<file path="config.mk">
export PLATFORM = sky130hd
export DESIGN_NAME = vec_mem_mover
export DESIGN_NICKNAME = d
export VERILOG_FILES = /design/src/rtl/vec_mem_pkg.sv /design/src/rtl/mem_rd_skid.sv /design/src/rtl/vec_mem_mover.sv
export SDC_FILE = /design/constraint.sdc
export NUM_CORES = 1
export LEC_CHECK = 0
export CORE_UTILIZATION = 29
export CTS_CLUSTER_SIZE = 14
export DETAILED_ROUTE_END_ITERATION = 10
export GPL_TIMING_DRIVEN = 0
export PLACE_DENSITY = 0.65
export RECOVER_POWER = 25
export SLEW_MARGIN = 30
export SYNTH_ARGS = -nofsm -noshare
export SYNTH_HDL_FRONTEND = slang
export SYNTH_SLANG_ARGS = --single-unit
</file>
<file path="constraint.sdc">
create_clock -name clk -period 4.85 [get_ports clk]
set_input_delay 0.7275 -clock clk [delete_from_list [all_inputs] [get_ports clk]]
set_output_delay 0.7275 -clock clk [all_outputs]
set_load 0.02 [all_outputs]
</file>
<file path="src/rtl/vec_mem_pkg.sv">
// rtl/vec_mem_pkg.sv - shared types and constants for the vector RAM mover
//
// Purpose: FSM state encoding and the fixed RAM/FIFO timing constants used by
// vec_mem_mover and mem_rd_skid.

package vec_mem_pkg;

    typedef enum logic [1:0] {
        ST_IDLE  = 2'd0,
        ST_WRITE = 2'd1,
        ST_READ  = 2'd2,
        ST_DONE  = 2'd3
    } state_t;

    // Cycles from a read issue (ce0=1, we0=0) to q0 being valid.
    localparam int RD_LATENCY = 1;

    // Entries in the read capture buffer; also the read credit limit.
    localparam int FIFO_DEPTH = 2;

endpackage

</file>
<file path="src/rtl/mem_rd_skid.sv">
// rtl/mem_rd_skid.sv - 2-entry synchronous FIFO capturing RAM read data
//
// Purpose: holds words returned on q0 until the output stream accepts them.
// Entry 0 is always the head, so the head value is a plain register output.
// Ports:
//   clk, rst_n   clock, asynchronous active-low reset
//   push, wdata  write one word (ignored when full and not popping)
//   pop          remove the head word (ignored when empty)
//   rdata        head word (0 after reset)
//   count        number of stored words, 0..2

module mem_rd_skid #(
    parameter int DWIDTH = 32
) (
    input  logic              clk,
    input  logic              rst_n,
    input  logic              push,
    input  logic [DWIDTH-1:0] wdata,
    input  logic              pop,
    output logic [DWIDTH-1:0] rdata,
    output logic [1:0]        count
);

    logic [DWIDTH-1:0] e0_q;
    logic [DWIDTH-1:0] e1_q;
    logic [1:0]        count_q;
    logic              pop_ok;
    logic              push_ok;

    assign pop_ok  = pop && (count_q != 2'd0);
    assign push_ok = push && ((count_q != 2'd2) || pop_ok);

    always_ff @(posedge clk or negedge rst_n) begin
        if (!rst_n) begin
            e0_q    <= '0;
            e1_q    <= '0;
            count_q <= 2'd0;
        end else begin
            case ({push_ok, pop_ok})
                2'b10: begin
                    if (count_q == 2'd0) e0_q <= wdata;
                    else                 e1_q <= wdata;
                    count_q <= count_q + 2'd1;
                end
                2'b01: begin
                    e0_q    <= e1_q;
                    count_q <= count_q - 2'd1;
                end
                2'b11: begin
                    // Count is unchanged; the new word lands behind the survivor.
                    if (count_q == 2'd1) begin
                        e0_q <= wdata;
                    end else begin
                        e0_q <= e1_q;
                        e1_q <= wdata;
                    end
                end
                default: ;
            endcase
        end
    end

    assign rdata = e0_q;
    assign count = count_q;

endmodule

</file>
<file path="src/rtl/vec_mem_mover.sv">
// rtl/vec_mem_mover.sv - command-driven stream<->single-port RAM mover
//
// Purpose: per accepted command, fills a wrapping RAM region from the s_*
// stream (write) or drains a region to the m_* stream (read).
// Ports:
//   clk, rst_n                     clock, asynchronous active-low reset
//   cmd_valid/ready/write/base/len command handshake and parameters
//   s_data/s_valid/s_ready         write-data stream into the RAM
//   m_data/m_valid/m_ready         read-data stream out of the RAM
//   done                           one-cycle completion pulse
//   addr0/ce0/we0/d0/q0            single-port RAM, one-cycle read latency

module vec_mem_mover
    import vec_mem_pkg::*;
#(
    parameter int DWIDTH   = 32,
    parameter int AWIDTH   = 7,
    parameter int MEM_SIZE = 128
) (
    input  logic              clk,
    input  logic              rst_n,
    input  logic              cmd_valid,
    output logic              cmd_ready,
    input  logic              cmd_write,
    input  logic [AWIDTH-1:0] cmd_base,
    input  logic [AWIDTH:0]   cmd_len,
    input  logic [DWIDTH-1:0] s_data,
    input  logic              s_valid,
    output logic              s_ready,
    output logic [DWIDTH-1:0] m_data,
    output logic              m_valid,
    input  logic              m_ready,
    output logic              done,
    output logic [AWIDTH-1:0] addr0,
    output logic              ce0,
    output logic              we0,
    output logic [DWIDTH-1:0] d0,
    input  logic [DWIDTH-1:0] q0
);

    localparam logic [AWIDTH:0] MEM_SIZE_V = (AWIDTH+1)'(MEM_SIZE);
    localparam logic [AWIDTH:0] ONE        = (AWIDTH+1)'(1);

    state_t                state_q, state_d;
    logic [AWIDTH-1:0]     base_q;
    logic [AWIDTH:0]       len_q;
    logic [AWIDTH:0]       issued_q;
    logic [AWIDTH:0]       popped_q;
    logic [RD_LATENCY-1:0] rd_pipe_q;

    logic [AWIDTH:0]       addr_sum;
    logic [AWIDTH:0]       addr_wrap;
    logic                  rd_issue;
    logic                  wr_beat;
    logic                  fifo_push;
    logic                  fifo_pop;
    logic [1:0]            fifo_count;
    logic [2:0]            credit_use;

    // One extra bit so base+i never overflows before the wrap subtract.
    assign addr_sum  = {1'b0, base_q} + issued_q;
    assign addr_wrap = (addr_sum >= MEM_SIZE_V) ? (addr_sum - MEM_SIZE_V) : addr_sum;

    // A read issued RD_LATENCY cycles ago has its data on q0 now.
    assign fifo_push = rd_pipe_q[RD_LATENCY-1];
    assign fifo_pop  = m_valid && m_ready;

    // Words that will occupy the FIFO after this edge if nothing new is issued:
    // already buffered, plus in flight from the RAM, minus the one leaving now.
    assign credit_use = {1'b0, fifo_count} + 3'($countones(rd_pipe_q)) - {2'b00, fifo_pop};

    assign rd_issue = (state_q == ST_READ) && (issued_q < len_q) &&
                      (credit_use < 3'(FIFO_DEPTH));
    assign wr_beat  = (state_q == ST_WRITE) && s_valid;

    mem_rd_skid #(
        .DWIDTH (DWIDTH)
    ) u_skid (
        .clk   (clk),
        .rst_n (rst_n),
        .push  (fifo_push),
        .wdata (q0),
        .pop   (fifo_pop),
        .rdata (m_data),
        .count (fifo_count)
    );

    assign m_valid = (fifo_count != 2'd0);

    always_ff @(posedge clk or negedge rst_n) begin
        if (!rst_n) begin
            state_q   <= ST_IDLE;
            base_q    <= '0;
            len_q     <= '0;
            issued_q  <= '0;
            popped_q  <= '0;
            rd_pipe_q <= '0;
        end else begin
            state_q   <= state_d;
            rd_pipe_q <= RD_LATENCY'({rd_pipe_q, rd_issue});
            if (state_q == ST_IDLE && cmd_valid) begin
                base_q   <= cmd_base;
                len_q    <= cmd_len;
                issued_q <= '0;
                popped_q <= '0;
            end else begin
                if (wr_beat || rd_issue) issued_q <= issued_q + ONE;
                if (fifo_pop)            popped_q <= popped_q + ONE;
            end
        end
    end

    always_comb begin
        state_d   = state_q;
        cmd_ready = 1'b0;
        s_ready   = 1'b0;
        ce0       = 1'b0;
        we0       = 1'b0;
        addr0     = '0;
        d0        = '0;
        done      = 1'b0;
        case (state_q)
            ST_IDLE: begin
                cmd_ready = 1'b1;
                if (cmd_valid) begin
                    if (cmd_len == '0)  state_d = ST_DONE;
                    else if (cmd_write) state_d = ST_WRITE;
                    else                state_d = ST_READ;
                end
            end
            ST_WRITE: begin
                s_ready = 1'b1;
                ce0     = s_valid;
                we0     = s_valid;
                addr0   = addr_wrap[AWIDTH-1:0];
                d0      = s_data;
                if (s_valid && (issued_q + ONE == len_q)) state_d = ST_DONE;
            end
            ST_READ: begin
                ce0   = rd_issue;
                addr0 = addr_wrap[AWIDTH-1:0];
                if (fifo_pop && (popped_q + ONE == len_q)) state_d = ST_DONE;
            end
            ST_DONE: begin
                done    = 1'b1;
                state_d = ST_IDLE;
            end
            default: state_d = ST_IDLE;
        endcase
    end

endmodule

</file>
==> run metrics, run 1 <==
outcome finished with violations; violations in the final reports DRC, capacitance limit, slew limit; power per cell area 609 nW/um^2; hold violation total from the final report 0; via/cell ratio 4.66; Worst-path clk slew roughly 70 ps; RSZ-0062 raised after global routing no; Post-route DRC 11; path type of the worst setup path primary input to primary output; antenna diode instance count 0; Simple-Gate Fraction of Synth Area between 10% and 20%; Initial DRT Pass Iterations 8; clk_lat worst skew 350 ps; Critical Path RT 4120 ps; Layout Cell Area excl Fill about 7600 sq um; kind of end point of the critical path primary output; data arrival time of the critical path ~3600 ps; # Max-Cap Violations 1; startpoint of the most critical setup path m_ready; global-route total usage across every layer between 10% and 20%; share of synthesized area occupied by flip-flops and latches a little under half; commonest cells after routing, fill and taps aside clkdlybuf4s50_1, dfrtp_1, nor2_1, nand2_1, a21oi_1; final setup slack of the worst path ~530 ps; TritonCTS clock tree built; number of I/O pins ~160; count of cell types in the netlist 45; overall routed net length ~14 mm; worst slack, placed -392 ps; Pins Over Slew Limit 50; Post-Route Setup TNS 0 ps; post-route core utilization 42.0%; wire length of the first global-routing pass around 22 mm; flop-to-flop setup slack around 1700 ps; synthesized netlist net count roughly 650; Clock Tree Root clkbuf_16; DPL Wire Length 9.99 mm; Synth Instances approximately 540; number of sinks driven by the clock tree 100; reg2reg start u_skid.count[1]$_DFFE_PN0P_; Area after DPL ~7400 sq um; synthesis-stage register bit count 100; final clock period utilization by the worst path 89.1%; starting utilization of the core area about 30%; detailed router's first-iteration violation count between 150 and 200; layout cell share with drive strength beyond 1 a little under a tenth; grt ovf 0; type of the most critical hold path flop to flop; Post-DRT Antenna Nets 0; setup violation total in the final timing report 0; parity-gate share of the synthesized area counting xor and xnor cells under 10%; die span in x 139 microns; endpoint of the worst-slack reg-to-reg timing path issued_q[1]$_DFFE_PN0P_; DIE AREA between 15000 and 20000 sq um; Leak Pwr between 3 and 4 nW; standard cell core area between 15000 and 20000 sq um; total number of vias 4420; total of warnings raised by yosys 0; count of standard-cell rows a little under 50; post-synthesis mux area share between 10% and 20%; fmax 231 MHz; footprint of the multi-input gates ~2800 sq um; maximum level of the CTS H-tree 3; number of nets in the final layout 825; PortBufs between 150 and 200; CP Max Fanout 11; remaining max-slew budget at the tightest pin -76.4%; GP Congestion slightly above 0.8; Area Growth Syn to Fin 40.4%; depth of the worst register-to-register path 14; adder-cell share of the synthesized area under 10%; maximum VDD drop ~0.28 mV; y dimension of the die roughly 140 microns; count of hold buffers inserted by post-cts repair 0; number of buffers on the longest clock path 2; minimum clock period after layout approximately 4300 ps; startpoint class of the critical path primary input; total standard cell area after synthesis 5430 sq um; capturing element of the worst setup path ce0; number of fill cells 1791; WL/cell 14.3 microns; antenna violations before repair 0; slew at the pin with the worst max-slew slack around 2600 ps; Post-Synthesis Mean Instance Area 10.0 sq um; worst slack on hold paths 487 ps; maximum number of pins on one net before global-route repair 53; CTS buffer count 9; most common library cell in the layout ignoring fill and taps clkdlybuf4s50_1; register cell area after layout 2500 sq um; worst-case clock skew a little under 8 ps; combinational family with the most area after synthesis simple AND/OR/NAND/NOR gates; compound-cell area share of the yosys netlist 9.88%; via count of the first global-routing pass roughly 4300
cells by family after synthesis:
| logic type | Yosys count |
|---|---|
| mux | 70 |
| buf+inv | 39 |
| compound gates | 90 |
| fa+ha+maj | 26 |
| flops | 100 |
| simple gates | 188 |
| xor+xnor | 29 |
cells in the mapped netlist, drive strengths merged:
master | number | area [sq um]
dfrtp | 100 | 2500
o311ai | 4 | 35.0
mux2i | 38 | 380
ha | 24 | 300
a21o | 3 | 22.5
nor2 | 56 | 218
and4bb | 1 | 12.5
o311a | 1 | 10.0
o21ai | 20 | 100
nor2b | 4 | 25.0
o21bai | 2 | 15.0
o22ai | 1 | 6.26
and2b | 1 | 8.76
and2 | 44 | 277
fa | 2 | 40.0
o211ai | 2 | 20.0
nand2 | 55 | 206
o21a | 2 | 15.0
nor3 | 6 | 30.0
buf | 8 | 31.3
or4 | 1 | 7.51
a31oi | 2 | 12.5
nand4 | 2 | 12.5
nor4 | 4 | 25.0
inv | 16 | 60.1
o31a | 1 | 8.76
mux2 | 32 | 360
nand2b | 4 | 25.0
a2111o | 1 | 11.3
xnor2 | 19 | 166
nand3 | 5 | 30.0
o2111a | 1 | 11.3
or3 | 2 | 12.5
xor2 | 10 | 87.6
a21oi | 45 | 225
a31o | 5 | 43.8
and3 | 3 | 21.3
clkbuf | 15 | 56.3
worst min path at each step:
stage,startpoint,to,slack [ps],cells after the start
2_1_floorplan,rst_n,base_q[0]$_DFFE_PN0P_,430,0
3_3_place_gp,base_q[3]$_DFFE_PN0P_,base_q[3]$_DFFE_PN0P_,470,2
3_5_place_dp,base_q[3]$_DFFE_PN0P_,base_q[3]$_DFFE_PN0P_,470,2
4_1_cts,rst_n,u_skid.rdata[6]$_DFFE_PN0P_,320,1
5_1_grt,u_skid.e1_q[7]$_DFFE_PN0P_,u_skid.e1_q[7]$_DFFE_PN0P_,520,1
6_report,base_q[3]$_DFFE_PN0P_,base_q[3]$_DFFE_PN0P_,490,2
through the flow:
step	power [mW]	instances
2_1_floorplan	2.98	542
3_3_place_gp	3.94	932
3_5_place_dp	3.98	933
4_1_cts	4.71	948
5_1_grt	5.01	948
6_report	4.65	948
metal layers:
layer	vias to the layer above	wire [microns]	global-route usage [%]
met5	-	0	0
met4	0	141	4.21
met2	99	6530	24.2
met1	2105	6240	19.1
li1	2207	-	-
met3	9	615	2.94
power by group:
part	internal [mW]	switching (mW)	total [mW]
registers	1.21	0.271	1.49
clock network	0.366	0.334	0.700
logic	1.20	1.26	2.46
total	2.78	1.86	4.65
critical path, cell delays in order:
cell	delay [ps]
clkdlybuf4s50_1	500
nand2_1	90
inv_2	160
ha_1	250
nand2b_1	150
fa_1	380
xor2_1	170
a2111o_1	400
o21bai_4	190
buf_4	210
and2_1	130
dlymetal6s2s_1	220
registers in the layout, summed over array words and instances (netlist names):
| signal | count |
|---|---|
| base_q | 7 |
| fifo_push | 1 |
| issued_q | 8 |
| len_q | 8 |
| popped_q | 8 |
| state_q | 2 |
| u_skid.count | 2 |
| u_skid.e1_q | 32 |
| u_skid.rdata | 32 |
final cells by class:
cell class	count	area share, %
inverters	16	0.787
multi-input cells	403	36.6
well taps	229	3.76
flip-flops and latches	100	32.8
plain buffers	22	1.13
clock inverters	6	0.623
repair buffers	162	21.1
clock buffers	10	3.13
timing repair:
item	CTS	global route
resized for setup	2	5
buffers inserted	0	0
gates cloned	0	0
endpoints found under the setup margin	1	1
Power figures use the tool's default switching activity.
==> inputs of run 2 (changes only) <==
==> constraint.sdc (replaced) <==
create_clock -name clk -period 4.85 [get_ports clk]
set_input_delay 0.7275 -clock clk [delete_from_list [all_inputs] [get_ports clk]]
set_output_delay 0.7275 -clock clk [all_outputs]
set_load 0.005 [all_outputs]
==> run 2 against run 1 <==
Against the previous run:
- the run still ends with DRC, capacitance limit, slew limit left
- die area is the same
- wire length fell by 0.22%
- design area down 0.13%
- combinational power is 14% lower
- register-to-register slack got worse by 30 ps
- power is 7.2% lower
- critical path depth unchanged
- sequential power hardly changed
- sequential share of layout area about the same
- worst hold slack is the same
- critical path type unchanged
- critical endpoint unchanged
- highest routed layer unchanged
==> run metrics, run 2 (synthesis gave the netlist of run 1 again) <==
DIE AREA 19300 sq um (unchanged); via/cell ratio 4.64 (was 4.66); detailed router's first-iteration violation count 188 (was 181); Area after DPL 7360 sq um (unchanged); data arrival time of the critical path 3910 ps (was 3590 ps); total number of vias 4401 (was 4420); die span in x 139 microns (unchanged); Post-DRT Antenna Nets 0 (unchanged); Post-Route Setup TNS 0 ps (unchanged); Clock Tree Root clkbuf_16 (unchanged); standard cell core area 18100 sq um (unchanged); antenna violations before repair 0 (unchanged); final clock period utilization by the worst path 95.5% (was 89.1%); most common library cell in the layout ignoring fill and taps clkdlybuf4s50_1 (unchanged); maximum VDD drop 0.254 mV (was 0.282 mV); PortBufs 161 (unchanged); kind of end point of the critical path primary output (unchanged); worst-case clock skew 7.48 ps (was 7.95 ps); flop-to-flop setup slack 1620 ps (was 1650 ps); maximum number of pins on one net before global-route repair 53 (unchanged); clk_lat worst skew 350 ps (about the same); y dimension of the die 139 microns (unchanged); wire length of the first global-routing pass 22.4 mm (unchanged); number of I/O pins 162 (unchanged); remaining max-slew budget at the tightest pin -76.4% (about the same); type of the most critical hold path flop to flop (unchanged); number of fill cells 1790 (was 1791); Worst-path clk slew 70 ps (about the same); layout cell share with drive strength beyond 1 9.18% (unchanged); CP Max Fanout 11 (unchanged); number of nets in the final layout 825 (unchanged); path type of the worst setup path primary input to primary output (unchanged); startpoint class of the critical path primary input (unchanged); Layout Cell Area excl Fill 7620 sq um (was 7630 sq um); power per cell area 566 nW/um^2 (was 609 nW/um^2); worst slack on hold paths 487 ps (unchanged); overall routed net length 13.5 mm (about the same); final setup slack of the worst path 216 ps (was 529 ps); via count of the first global-routing pass 4271 (unchanged); number of buffers on the longest clock path 2 (unchanged); Area Growth Syn to Fin 40.3% (was 40.4%); WL/cell 14.2 microns (was 14.3 microns); global-route total usage across every layer 14.5% (unchanged); maximum level of the CTS H-tree 3 (unchanged); minimum clock period after layout 4630 ps (was 4320 ps); grt ovf 0 (unchanged); count of standard-cell rows 49 (unchanged); # Max-Cap Violations 1 (unchanged); CTS buffer count 9 (unchanged); post-route core utilization 42.0% (about the same); # Post-CTS Setup Buffers 0 (unchanged); Post-route DRC 11 (unchanged); Initial DRT Pass Iterations 8 (unchanged); outcome finished with violations (unchanged); worst slack, placed -289 ps (was -392 ps); commonest cells after routing, fill and taps aside clkdlybuf4s50_1, dfrtp_1, nor2_1, nand2_1, a21oi_1 (unchanged); Critical Path RT 4120 ps (about the same); number of sinks driven by the clock tree 100 (unchanged); Total Power 4.31 mW (was 4.65 mW); TritonCTS clock tree built (unchanged); slew at the pin with the worst max-slew slack 2650 ps (about the same); violations in the final reports DRC, capacitance limit, slew limit (unchanged); Pins Over Slew Limit 50 (unchanged); RSZ-0062 raised after global routing no (unchanged); setup violation total in the final timing report 0 (unchanged); Leak Pwr 3.33 nW (was 3.35 nW); DPL Wire Length 9.99 mm (unchanged); final cell count without fillers 948 (unchanged); starting utilization of the core area 29.9% (unchanged); placed cell count 933 (unchanged); antenna diode instance count 0 (unchanged); GP Congestion 0.829 (unchanged); fmax 216 MHz (was 231 MHz); hold violation total from the final report 0 (unchanged)
==> run 2: what timing repair did <==
item / in CTS / in global routing
resized for setup: 1 / 4
setup endpoints to repair: 1 / 1
hold endpoints to repair: 0 / 0
hold buffers: 0 / 0
==> run 2: final cells by class <==
class / instances / area, sq um / share of cell area, %
multi-input combinational: 403 / 2790 / 36.6
clock buffer: 10 / 239 / 3.14
sequential: 100 / 2500 / 32.9
inverter: 16 / 60.1 / 0.788
tap: 229 / 287 / 3.76
clock inverter: 6 / 47.5 / 0.624
buffer: 22 / 86.3 / 1.13
timing repair buffer: 162 / 1610 / 21.1
==> run 2: where the power goes <==
group          leakage (nW)  internal, mW  switching (mW)
Combinational          1.98          1.20           0.929
Sequential             1.22          1.21           0.270
Clock                 0.139         0.366           0.335
Total                  3.33          2.78            1.53
==> run 2: worst max-delay path, stage by stage <==
cell and delay [ps]:
clkdlybuf4s50_1 500, nand2_1 90, inv_2 160, ha_1 250
nand2b_1 150, fa_1 380, xor2_1 170, a2111o_1 380
o21bai_2 230, buf_4 230, and2_1 140, clkdlybuf4s50_1 490
==> run 2: final timing paths <==
kind | from | cells after the start | endpoint
max in group asynchronous | rst_n | 2 | u_skid.count[1]$_DFFE_PN0P_
setup / recovery | m_ready | 12 | ce0
hold reg to reg | base_q[3]$_DFFE_PN0P_ | 2 | base_q[3]$_DFFE_PN0P_
hold / removal | base_q[3]$_DFFE_PN0P_ | 2 | base_q[3]$_DFFE_PN0P_
min in group asynchronous | rst_n | 1 | u_skid.rdata[8]$_DFFE_PN0P_
setup reg to reg | u_skid.count[1]$_DFFE_PN0P_ | 14 | issued_q[1]$_DFFE_PN0P_
==> run 2: per-layer routing <==
layer  track usage, %  wire (microns)  up-vias
met5                0               0        -
met4             4.21             141        0
met3             2.94             612        9
met2             24.2            6490       93
met1             19.1            6260     2095
li1                 -               -     2204
